===== src/rtl/mips_mc_ctrl.sv =====
// mips_mc_ctrl: multi-cycle control FSM for a 32-bit MIPS-subset datapath.
// It sequences fetch/decode/execute/memory/writeback, stalls on mem_ready, and
// reports the instruction class, retire pulses and a retired-instruction count.
// The class output is named instr_class because "class" is a reserved word.
module mips_mc_ctrl #(
   parameter int CNT_W = 16
) (
   input  logic             clk,
   input  logic             rst_n,
   input  logic             run,
   input  logic [5:0]       opcode,
   input  logic [5:0]       funct,
   input  logic             zero,
   input  logic             mem_ready,
   output logic             pc_write,
   output logic             pc_write_cond,
   output logic             iord,
   output logic             mem_read,
   output logic             mem_write,
   output logic             ir_write,
   output logic             mem_to_reg,
   output logic             reg_dst,
   output logic             reg_write,
   output logic             alu_src_a,
   output logic [1:0]       alu_src_b,
   output logic [3:0]       alu_ctl,
   output logic [1:0]       pc_source,
   output logic [1:0]       instr_class,
   output logic [3:0]       state,
   output logic             retire,
   output logic             illegal,
   output logic [CNT_W-1:0] instr_count
);

   typedef enum logic [3:0] {
      S_IDLE   = 4'd0,
      S_FETCH  = 4'd1,
      S_DECODE = 4'd2,
      S_MEMADR = 4'd3,
      S_MEMRD  = 4'd4,
      S_MEMWB  = 4'd5,
      S_MEMWR  = 4'd6,
      S_EXEC   = 4'd7,
      S_RTWB   = 4'd8,
      S_BRANCH = 4'd9,
      S_JUMP   = 4'd10,
      S_TRAP   = 4'd11
   } state_t;

   localparam logic [5:0] OP_RTYPE = 6'b000000;
   localparam logic [5:0] OP_LW    = 6'b100011;
   localparam logic [5:0] OP_SW    = 6'b101011;
   localparam logic [5:0] OP_BEQ   = 6'b000100;
   localparam logic [5:0] OP_J     = 6'b000010;

   localparam logic [3:0] ALU_ADD = 4'b0010;
   localparam logic [3:0] ALU_SUB = 4'b0110;
   localparam logic [3:0] ALU_AND = 4'b0000;
   localparam logic [3:0] ALU_OR  = 4'b0001;
   localparam logic [3:0] ALU_SLT = 4'b0111;

   state_t           state_q, state_d;
   logic [1:0]       class_q, class_d;
   logic             illegal_q, illegal_d;
   logic [CNT_W-1:0] count_q, count_d;
   logic             funct_ok;
   logic [3:0]       funct_alu;

   // zero only qualifies pc_write_cond inside the datapath; the FSM never branches on it.
   logic unused_zero;
   assign unused_zero = zero;

   // Map the R-type funct field to an ALU operation and flag unsupported codes.
   always_comb begin
      funct_ok  = 1'b1;
      funct_alu = ALU_ADD;
      case (funct)
         6'b100000: funct_alu = ALU_ADD;
         6'b100010: funct_alu = ALU_SUB;
         6'b100100: funct_alu = ALU_AND;
         6'b100101: funct_alu = ALU_OR;
         6'b101010: funct_alu = ALU_SLT;
         default:   funct_ok  = 1'b0;
      endcase
   end

   // Next-state, class latch, sticky illegal flag and retire counter.
   always_comb begin
      state_d = state_q;
      class_d = class_q;
      case (state_q)
         S_IDLE:   if (run) state_d = S_FETCH;
         S_FETCH:  if (mem_ready) state_d = S_DECODE;
         S_DECODE: begin
            case (opcode)
               OP_RTYPE:     begin state_d = S_EXEC;   class_d = 2'b00; end
               OP_LW, OP_SW: begin state_d = S_MEMADR; class_d = 2'b01; end
               OP_BEQ:       begin state_d = S_BRANCH; class_d = 2'b10; end
               OP_J:         begin state_d = S_JUMP;   class_d = 2'b11; end
               default:      begin state_d = S_TRAP;   class_d = 2'b00; end
            endcase
         end
         S_MEMADR: state_d = (opcode == OP_LW) ? S_MEMRD : S_MEMWR;
         S_MEMRD:  if (mem_ready) state_d = S_MEMWB;
         S_MEMWR:  if (mem_ready) state_d = run ? S_FETCH : S_IDLE;
         S_MEMWB, S_RTWB, S_BRANCH, S_JUMP:
                   state_d = run ? S_FETCH : S_IDLE;
         S_EXEC:   state_d = funct_ok ? S_RTWB : S_TRAP;
         S_TRAP:   state_d = S_TRAP;
         default:  state_d = S_IDLE;
      endcase
      illegal_d = illegal_q | (state_d == S_TRAP);
      count_d   = count_q + CNT_W'(retire);
   end

   // State registers; reset forces IDLE so every control output drops at once.
   always_ff @(posedge clk or negedge rst_n) begin
      if (!rst_n) begin
         state_q   <= S_IDLE;
         class_q   <= 2'b00;
         illegal_q <= 1'b0;
         count_q   <= '0;
      end else begin
         state_q   <= state_d;
         class_q   <= class_d;
         illegal_q <= illegal_d;
         count_q   <= count_d;
      end
   end

   // Moore control decode from the current state; only the FETCH/MEMWR completion
   // strobes look at mem_ready so the stall cycles keep enables stable.
   always_comb begin
      pc_write      = 1'b0;
      pc_write_cond = 1'b0;
      iord          = 1'b0;
      mem_read      = 1'b0;
      mem_write     = 1'b0;
      ir_write      = 1'b0;
      mem_to_reg    = 1'b0;
      reg_dst       = 1'b0;
      reg_write     = 1'b0;
      alu_src_a     = 1'b0;
      alu_src_b     = 2'b00;
      alu_ctl       = 4'b0000;
      pc_source     = 2'b00;
      retire        = 1'b0;
      case (state_q)
         S_FETCH: begin
            mem_read  = 1'b1;
            alu_src_b = 2'b01;
            alu_ctl   = ALU_ADD;
            ir_write  = mem_ready;
            pc_write  = mem_ready;
         end
         S_DECODE: begin
            alu_src_b = 2'b11;
            alu_ctl   = ALU_ADD;
         end
         S_MEMADR: begin
            alu_src_a = 1'b1;
            alu_src_b = 2'b10;
            alu_ctl   = ALU_ADD;
         end
         S_MEMRD: begin
            mem_read = 1'b1;
            iord     = 1'b1;
         end
         S_MEMWB: begin
            reg_write  = 1'b1;
            mem_to_reg = 1'b1;
            retire     = 1'b1;
         end
         S_MEMWR: begin
            mem_write = 1'b1;
            iord      = 1'b1;
            retire    = mem_ready;
         end
         S_EXEC: begin
            alu_src_a = 1'b1;
            alu_ctl   = funct_alu;
         end
         S_RTWB: begin
            reg_write = 1'b1;
            reg_dst   = 1'b1;
            retire    = 1'b1;
         end
         S_BRANCH: begin
            alu_src_a     = 1'b1;
            alu_ctl       = ALU_SUB;
            pc_write_cond = 1'b1;
            pc_source     = 2'b01;
            retire        = 1'b1;
         end
         S_JUMP: begin
            pc_write  = 1'b1;
            pc_source = 2'b10;
            retire    = 1'b1;
         end
         default: ;
      endcase
   end

   assign state       = state_q;
   assign instr_class = class_q;
   assign illegal     = illegal_q;
   assign instr_count = count_q;

endmodule


===== config.mk =====
export PLATFORM = sky130hd
export DESIGN_NAME = mips_mc_ctrl
export DESIGN_NICKNAME = d
export VERILOG_FILES = /design/src/rtl/mips_mc_ctrl.sv
export SDC_FILE = /design/constraint.sdc
export NUM_CORES = 1
export LEC_CHECK = 0
export BUFFER_PORTS_ARGS = -buffer_cell sky130_fd_sc_hd__buf_2
export CORE_ASPECT_RATIO = 0.9
export CORE_MARGIN = 5
export CORE_UTILIZATION = 51
export DETAILED_ROUTE_END_ITERATION = 10
export GPL_TIMING_DRIVEN = 0
export PLACE_DENSITY = 0.93
export REMOVE_ABC_BUFFERS = 1
export SETUP_SLACK_MARGIN = 0.05
export SLEW_MARGIN = 20
export SYNTH_ARGS = -nofsm -noshare
export SYNTH_HDL_FRONTEND = slang
export SYNTH_SLANG_ARGS = --single-unit

===== constraint.sdc =====
create_clock -name clk -period 5.2 [get_ports clk]
set_clock_uncertainty 0.15 [all_clocks]
set_input_delay 0 -clock clk [delete_from_list [all_inputs] [get_ports clk]]
set_output_delay 0 -clock clk [all_outputs]
set_load 0.02 [all_outputs]

### Word-level counts from Yosys, hierarchy flattened

Cells that the tools add are included.

* add/sub/neg operators: 1
* equality and inequality tests: 21
* mux-type cells: 26
* bitwise logic cells: 1
* reductions and logical operators: 10

Operator list (count)
* $eq 6x6->1 const B: 7
* $pmux 4 s9: 1
* $eq 4x4->1 const B: 5
* $add 16x1->16: 1
* $eq 4x3->1 const B: 4
* $mux 4: 4
* $pmux 4 s4: 1
* $pmux 2 s3: 2
* $pmux 3 s4: 1
* $pmux 4 s3: 1
* $mux 1: 11
* $eq 4x2->1 const B: 2
* $reduce_or 2->1: 4
* $eq 6x2->1 const B: 1
* $eq 6x3->1 const B: 1
* $logic_not 6->1: 1
* $reduce_or 3->1: 2
* $reduce_or 5->1: 1
* $eq 4x1->1 const B: 1
* $logic_not 4->1: 1
* $mux 2: 2
* $pmux 1 s2: 2
* $pmux 2 s2: 1
* $reduce_or 4->1: 1
* $or 1x1->1: 1

* register bits: 23
* input bits: 17
* output and inout bits: 42
* logic and storage cells: 63

### Longest topological paths before layout

Gate-level depths: netlist (run 1).

* word-level depth: 7
* mapped depth: 11
* depth with buffers taken out: 10

### Least setup slack after synthesis (run 1)

No wires, ideal clock.

* path kind: register to register
* start: register state_q[1], in the netlist state[1]
* end: register count_q[8], in the netlist instr_count[8]
* setup time: 0.129 ns
* arrival: 2.377 ns
* required time: 4.921 ns
* path slack: 2.544 ns
* stages on the path, launching flop included: 11
* path buffers: 2
* clock period less this slack: 2.656 ns
* cell sequence: dfrtp_1 -> buf_6 -> clkbuf_1 -> a31oi_1 -> o22ai_1 -> ha_1 -> ha_1 -> nand3_1 -> nor2_1 -> nand3_1 -> xnor2_1

* longest elaborated chain between the ends: 4
* elaborated cells between the ends (all ways): 8
* those cells by class: add/sub: 1; eq/ne: 5; mux: 1; reduce/logical: 1

Ends and longest elaborated chain
* from (decl): line 62 `state_t state_q, state_d;`
* from (signal assigned): line 124 `state_q <= state_d;`
* $eq 4x4->1 / $eq 4x3->1 (equally long branches): line 148 `case (state_q)`
* $reduce_or 4->1 (no source line)
* $pmux 1 s2 *: line 148
* named net retire: line 30 `output logic retire,`
* $add 16x1->16 *: line 113 `count_d = count_q + CNT_W'(retire);`
* named net count_d[8]: line 65 `logic [CNT_W-1:0] count_q, count_d;`
* to (signal assigned): line 127 `count_q <= count_d;`
* to (decl): line 65

The timed path passes the listed nets; every way through them passes the cells marked *.
A chain may end at the register's enable or synchronous reset.

### Worst setup path in the final report (run 1)

* start: register state_q[2], in the netlist state[2]
* end: register count_q[10], in the netlist instr_count[10]

* longest elaborated chain between the ends: 4
* elaborated cells between the ends (all ways): 8
* those cells by class: add/sub: 1; eq/ne: 5; mux: 1; reduce/logical: 1

Ends and longest elaborated chain (line)
* $eq 4x4->1 / $eq 4x3->1 (equally long branches): 148
* $reduce_or 4->1 (no source line)
* $pmux 1 s2 *: 148
* $add 16x1->16 *: 113
* named net count_d[10]: 65

Marked as above.

==> flow_summary_export.csv, run 1 <==
group,metric,value,unit
timing,fmax,384.2,MHz
clocking,cts_made_buffers,3,
place,post-place-cells,235,
finish,drive_gt1_share,29.49,%
synth,post_synth.cell_area_avg,8.982,sq um
grt,antenna_found_initial,0,
clocking,cts.clk_slew.worst_paths,120,ps
drt,drt-pass1-iter-count,4,
status,status,"completed",
finish,final_nets,237,
drt,drcViolationCount,0,
timing,fin_crit_sh,50.05,%
floorplan,ioPinCount,59,
finish,diodes,0,
timing,period_needed,2603,ps
clocking,insertion_delay,300,ps
power,power_density,458.1,mW/mm^2
grt,grt_first_pass_wirelength,5.499,mm
clocking,clk_path_buf_depth,2,
synth,yosys_warnings,0,
worst_setup_path,crit_arrival,2640,ps
synth,ys_seq_area_share,40.82,%
clocking,cts.sinks,23,
finish,instances_no_fill,247,
worst_setup_path,cp-end-kind,"flop",
synth,syn_inst,157,
worst_setup_path,path_max_fanout,16,
timing,setup_violations,0,
worst_setup_path,worstSetupStartpointType,"flop",
synth,synth_edf_count,0,
power,leakagePower,0.9216,nW
place,dp_slack,2619,ps
synth,syn_area,0.001410,sq mm
power,fin_total_pwr,0.8134,mW
timing,relSlewSlack,58.09,%
floorplan,die-area,0.003918,sq mm
drt,vias_per_cell,5.332,
timing,rsz0062_at_grt,"false",
clocking,root_buffer,"clkbuf_4",
grt,grt_max_degree,24,
timing,setup_tns,0,ps
clocking,cts_tree,"yes",
finish,fill_cells,231,
worst_setup_path,worstPathRequired,5240,ps
floorplan,die_h,59.89,um
clocking,cts_resized,0,
run,drv_cap,0,
synth,async_flop_share,100.0,%
floorplan,fp.coreArea,0.002703,sq mm
worst_setup_path,worstSetupPathType,"flop to flop",
finish,syn2layout_area_growth,25.91,%
drt,drt-initial-drc-count,92,
clocking,htree_levels,1,
drt,ant_nets,0,
place,hpwl,2.399,mm
synth,synthFlopType,"dfrtp_1",
place,finalWeightedCongestion,0.7888,
worst_hold_path,hold_class,"primary input to async pin",
synth,synth.distinct_cells,42,
timing,worstMarginPinSlew,628.7,ps
power,ir_worst_vdd,0.2872,mV
grt,grt_use_total,17.34,%
grt,grt_pass1_vias,1311,
drt,wl_per_cell,12.82,um
floorplan,initial_core_util,52.18,%
floorplan,die_x,65.43,um
place,portBuffers,56,
timing,slew_violations,0,
synth,ys_ff_latch,23,
drt,dr_total_vias,1317,
timing,fin_ws,2597,ps
grt,grt.overflow.total,0,
timing,holdWs,40.32,ps
floorplan,rows,18,
drt,wl,3.167,mm
timing,hold_violations,0,
[cell type report]
type	instances	area [sq um]	share of cell area [%]
multi-input combinational	121	757.0	42.64
sequential	23	575.6	32.42
timing repair buffer	64	360.3	20.30
tap	30	37.54	2.114
clock buffer	4	26.28	1.480
inverter	5	18.77	1.057
[cell usage in the layout, fill, tap and decap left out, types with 2 or more instances in the layout]
cell type      count
o22ai_1            2
dfrtp_1           23
nand2_1            9
buf_2             56
ha_1               2
inv_1              4
and3_1             5
nor2_1            17
nand3_1            9
o21ai_0            5
xor2_1             5
dlygate4sd3_1      8
or2_2              2
nor3b_1            4
a21boi_0           2
nor3_1             7
clkbuf_4           3
a21oi_1            8
a31oi_1            3
nand2b_1           8
xnor2_1           11
nor2b_1            4
[cells by family (layout without fill, tap and decap cells)]
| kind of cell | Yosys count | in the layout | share of synthesized area [%] |
|---|---|---|---|
| compound gates | 28 | 28 | 12.69 |
| flops | 23 | 23 | 40.82 |
| mux | 1 | 1 | 0.7099 |
| buf+inv | 13 | 73 | 5.500 |
| other cells | 1 | 1 | 0.2659 |
| fa+ha+maj | 3 | 3 | 2.484 |
| xor+xnor | 16 | 16 | 9.938 |
| simple gates | 72 | 72 | 27.60 |
[cell usage after synthesis, drive strengths merged (2+ instances only)]
library cell / count / area share [%]
a31oi: 3 / 1.3
a21boi: 2 / 1.1
ha: 2 / 1.8
nor2b: 5 / 2.8
xnor2: 11 / 6.8
nor3: 7 / 2.5
dfrtp: 23 / 41
o22ai: 2 / 0.89
o21ai: 5 / 1.8
xor2: 5 / 3.1
or2: 2 / 0.89
nand3: 9 / 3.2
a21oi: 9 / 3.5
and3: 5 / 2.2
nor2: 17 / 4.5
nand2b: 8 / 3.5
buf: 7 / 3.9
inv: 5 / 1.3
nor3b: 4 / 2.1
nand2: 9 / 2.4
[worst paths after layout]
path | slack (ps) | from | cells after the start | endpoint
min in group clk | 100 | opcode[5] | 5 | state[0]
worst min register to register | 330 | instr_count[15] | 1 | instr_count[15]
worst max register to register | 2600 | state[2] | 9 | instr_count[10]
worst max-delay path | 2600 | state[2] | 9 | instr_count[10]
max in group asynchronous | 4530 | rst_n | 2 | instr_class[1]
worst min-delay path | 40 | rst_n | 2 | instr_count[6]
[flip-flops by register name (all words and copies together) (netlist names)]
signal       count
illegal          1
instr_count     16
state            4
instr_class      2
[through the flow]
step | utilization [%] | area [sq um]
floorplan | - | 1351
global placement | 61.76 | 1669
detailed placement | 61.76 | 1669
CTS | 65.69 | 1775
global route | 65.69 | 1775
finish | 65.69 | 1775
[where the power goes]
part           total, mW  switching (mW)  internal [mW]  leakage (nW)
clock network     0.0774          0.0475         0.0298        0.0150
registers          0.306          0.0859          0.221         0.302
logic              0.430           0.258          0.171         0.604
total              0.813           0.392          0.422         0.922
[timing repair]
item                      CTS  global route
hold buffers                8             0
hold endpoints to repair   28             0
setup buffers               0             0
[layer usage]
layer	GRT usage, %	vias to the layer above	share of wire (%)
li1	-	661	-
met1	23.06	601	46
met2	29.73	55	45
met3	2.820	0	8.7
met4	4.142	0	0
met5	0	-	0
[worst max-delay path: stages (launching register included)]
cell	delay, ps
dfrtp_1	650
nor2b_1	310
a31oi_1	120
o22ai_1	240
ha_1	230
ha_1	190
nand3_1	150
nor2_1	210
nand2_1	100
xnor2_1	140
Power figures use the tool's default switching activity.
==> inputs of run 2 (changes only) <==
ABC_AREA = 1   (was not set)
CORE_UTILIZATION = 43   (was 51)
PLACE_DENSITY = 0.85   (was 0.93)
clock period = 2.1 ns   (was 5.2 ns; I/O delays follow)
==> run 2 against run 1 <==
Net effect: the flow now finishes with violations (setup timing); worst setup slack worse by 2700 ps; cell count up 30%; die area rose by 14%; count of clock-buffer cells in the layout fell by 1; clock power increased to 2.6 times the previous value; global-route usage grew 0.46 points; sequential power is 120% higher; synthesized area fell by 1.1%; synthesized cell count up 17%; hold slack worse by 13 ps; via count grew 16%; largest power group unchanged.
==> flow_summary_export.csv, run 2 <==
group,metric,value,unit
finish,multiInputGateArea,837.1,sq um
timing,setup_violations,9,
status,violations,"setup timing",
clocking,cts_tree,"yes",
grt,use_met1,18.97,%
synth,synthFlopType,"dfrtp_1",
place,post-place-cells,279,
timing,period_needed,2184,ps
worst_setup_path,cp-end-kind,"flop",
drt,drt-pass1-iter-count,4,
finish,drive_gt1_share,44.96,%
floorplan,die_h,64.04,um
power,ir_worst_vdd,0.5938,mV
finish,final_nets,298,
timing,holdWs,27.35,ps
drt,ant_nets,0,
clocking,cts.sinks,23,
place,finalWeightedCongestion,0.9016,
place,dp_slack,-453.7,ps
synth,synth.distinct_cells,26,
grt,grt_max_degree,24,
grt,grt_use_total,17.80,%
timing,slew_violations,0,
timing,fmax,458.0,MHz
drt,wl,4.122,mm
finish,final_cell_mix,"buf_2 (56), nand2_1 (27), nor2_1 (27)",
finish,fill_cells,236,
worst_setup_path,worstSetupPathType,"flop to flop",
power,power_density,1030,mW/mm^2
floorplan,die_x,70.04,um
synth,async_flop_share,100.0,%
drt,drt-initial-drc-count,60,
clocking,root_buffer,"clkbuf_4",
synth,ys_ff_latch,23,
floorplan,ioPinCount,59,
synth,yosys.area.top_type_share,41.26,%
grt,grt_pass1_vias,1465,
floorplan,fp.coreArea,0.003090,sq mm
run,drv_cap,0,
timing,fin_ws,-83.59,ps
worst_setup_path,worstPathRequired,2190,ps
finish,instances_no_fill,320,
drt,drcViolationCount,0,
status,status,"finished with violations",
timing,setup_tns,-305.6,ps
place,hpwl,2.666,mm
grt,met3_usage,3.918,%
floorplan,rows,19,
worst_hold_path,hold_class,"primary input to async pin",
timing,fin_crit_sh,104.0,%
timing,rsz0062_at_grt,"true",
clocking,cts_made_buffers,3,
synth,ys_seq_area_share,41.26,%
synth,synth_area_leader_cell,"dfrtp_1",
synth,synthTopCellsByArea,"dfrtp_1 (41%), nand2_1 (9.1%), nor2_1 (8.3%)",
synth,yosys_warnings,0,
floorplan,die-area,0.004485,sq mm
floorplan,initial_core_util,45.14,%
worst_setup_path,path_max_fanout,6,
worst_setup_path,worstSetupStartpointType,"flop",
synth,syn_area,0.001395,sq mm
worst_setup_path,crit_arrival,2270,ps
grt,grt.overflow.total,0,
grt,use_met2,35.26,%
place,portBuffers,56,
drt,vias_per_cell,4.759,
clocking,insertion_delay,310,ps
drt,wl_per_cell,12.88,um
grt,antenna_found_initial,0,
grt,grt_first_pass_wirelength,6.506,mm
synth,post_synth.cell_area_avg,7.623,sq um
finish,area.sequential,579.3,sq um
synth,synth_edf_count,0,
finish,diodes,0,
clocking,cts.clk_slew.worst_paths,120,ps
finish,largest_reg_flops,16,
power,leakagePower,1.203,nW
finish,syn2layout_area_growth,58.39,%
synth,syn_inst,183,
drt,dr_total_vias,1523,
clocking,htree_levels,1,
clocking,clk_path_buf_depth,2,
grt,grt-busiest-layer,"met2",
synth,synth_commonest_cells,"nand2_1 (34), nor2_1 (31), inv_1 (28)",
finish,final_common_cell,"buf_2",
synth,post-synth-top-count-cell,"nand2_1",
timing,hold_violations,0,
==> run 2: cell types whose count changed in the layout (fill, tap and decap cells not counted), sizes merged, moves of 8 or more <==
| cell | before | now |
|---|---|---|
| buf | 56 | 80 |
| nand2 | 9 | 37 |
| nor2 | 17 | 39 |
| nand2b | 8 | 0 |
| inv | 5 | 29 |
==> run 2: per-stage QoR <==
step / util [%] / cell area (sq um) / power (mW)
3_3_place_gp: 55.43 / 1713 / 1.633
2_1_floorplan: - / 1380 / 1.325
4_1_cts: 67.21 / 2077 / 2.139
5_1_grt: 71.50 / 2210 / 2.438
6_report: 71.50 / 2210 / 2.275
3_5_place_dp: 55.43 / 1713 / 1.656
==> run 2: cell type report <==
| class | instances | area share (%) |
|---|---|---|
| well taps | 42 | 2.378 |
| repair buffers | 93 | 27.24 |
| flip-flops and latches | 23 | 26.22 |
| inverters | 29 | 5.040 |
| clock inverters | 1 | 0.2265 |
| multi-input cells | 129 | 37.88 |
| clock buffers | 3 | 1.019 |
==> run 2: cell families (layout without fill, tap and decap cells) <==
group | after synthesis | count (layout) | share of synthesized area [%]
adder cells (fa/ha/maj) | 2 | 2 | 1.793
flip-flops | 23 | 23 | 41.26
buffers and inverters | 31 | 126 | 8.878
other | 1 | 1 | 0.2688
AO/OA/AOI/OAI | 12 | 12 | 5.022
XOR/XNOR | 12 | 12 | 7.534
AND/OR/NAND/NOR | 102 | 102 | 35.25
==> run 2: power breakdown <==
group          internal, mW  leakage, nW  switching, mW
combinational         0.546        0.900          0.846
sequential            0.544        0.285          0.141
clock                0.0711       0.0177          0.128
total                  1.16         1.20           1.11
==> run 2: final timing paths <==
| check | slack, ps | end | start | depth (start not counted) |
|---|---|---|---|---|
| setup / recovery | -80 | instr_count[12] | state[0] | 14 |
| hold / removal | 30 | instr_count[14] | rst_n | 2 |
| setup reg to reg | -80 | instr_count[12] | state[0] | 14 |
| hold reg to reg | 340 | illegal | illegal | 2 |
| max in group asynchronous | 1400 | state[1] | rst_n | 2 |
| min in group clk | 90 | state[0] | funct[0] | 7 |
==> run 2: what timing repair did <==
action | CTS | global route
endpoints found under the setup margin | 10 | 13
buffers inserted | 13 | 11
pin swaps | 10 | 11
hold buffers | 13 | 1
endpoints found under the hold margin | 31 | 1
resized for setup | 30 | 13
==> run 2: layer usage <==
layer | share of wire, % | vias up | wire length [um]
met5 | 0 | - | 0
met4 | 3.0 | 0 | 125
met3 | 4.2 | 12 | 174
met2 | 54 | 53 | 2236
met1 | 38 | 697 | 1585
li1 | - | 761 | -
==> run 2: worst max-delay path: stages, from the launching register on <==
cell and delay [ps]:
dfrtp_2 500, inv_4 110, nand2_8 50, nor2_4 100, nand2_2 90, nand2_4 90, ha_4 140, ha_4 130
inv_2 40, nor2_4 130, nand3_4 90, nor2_4 110, nand3_2 100, nor2_2 110, xor2_1 160
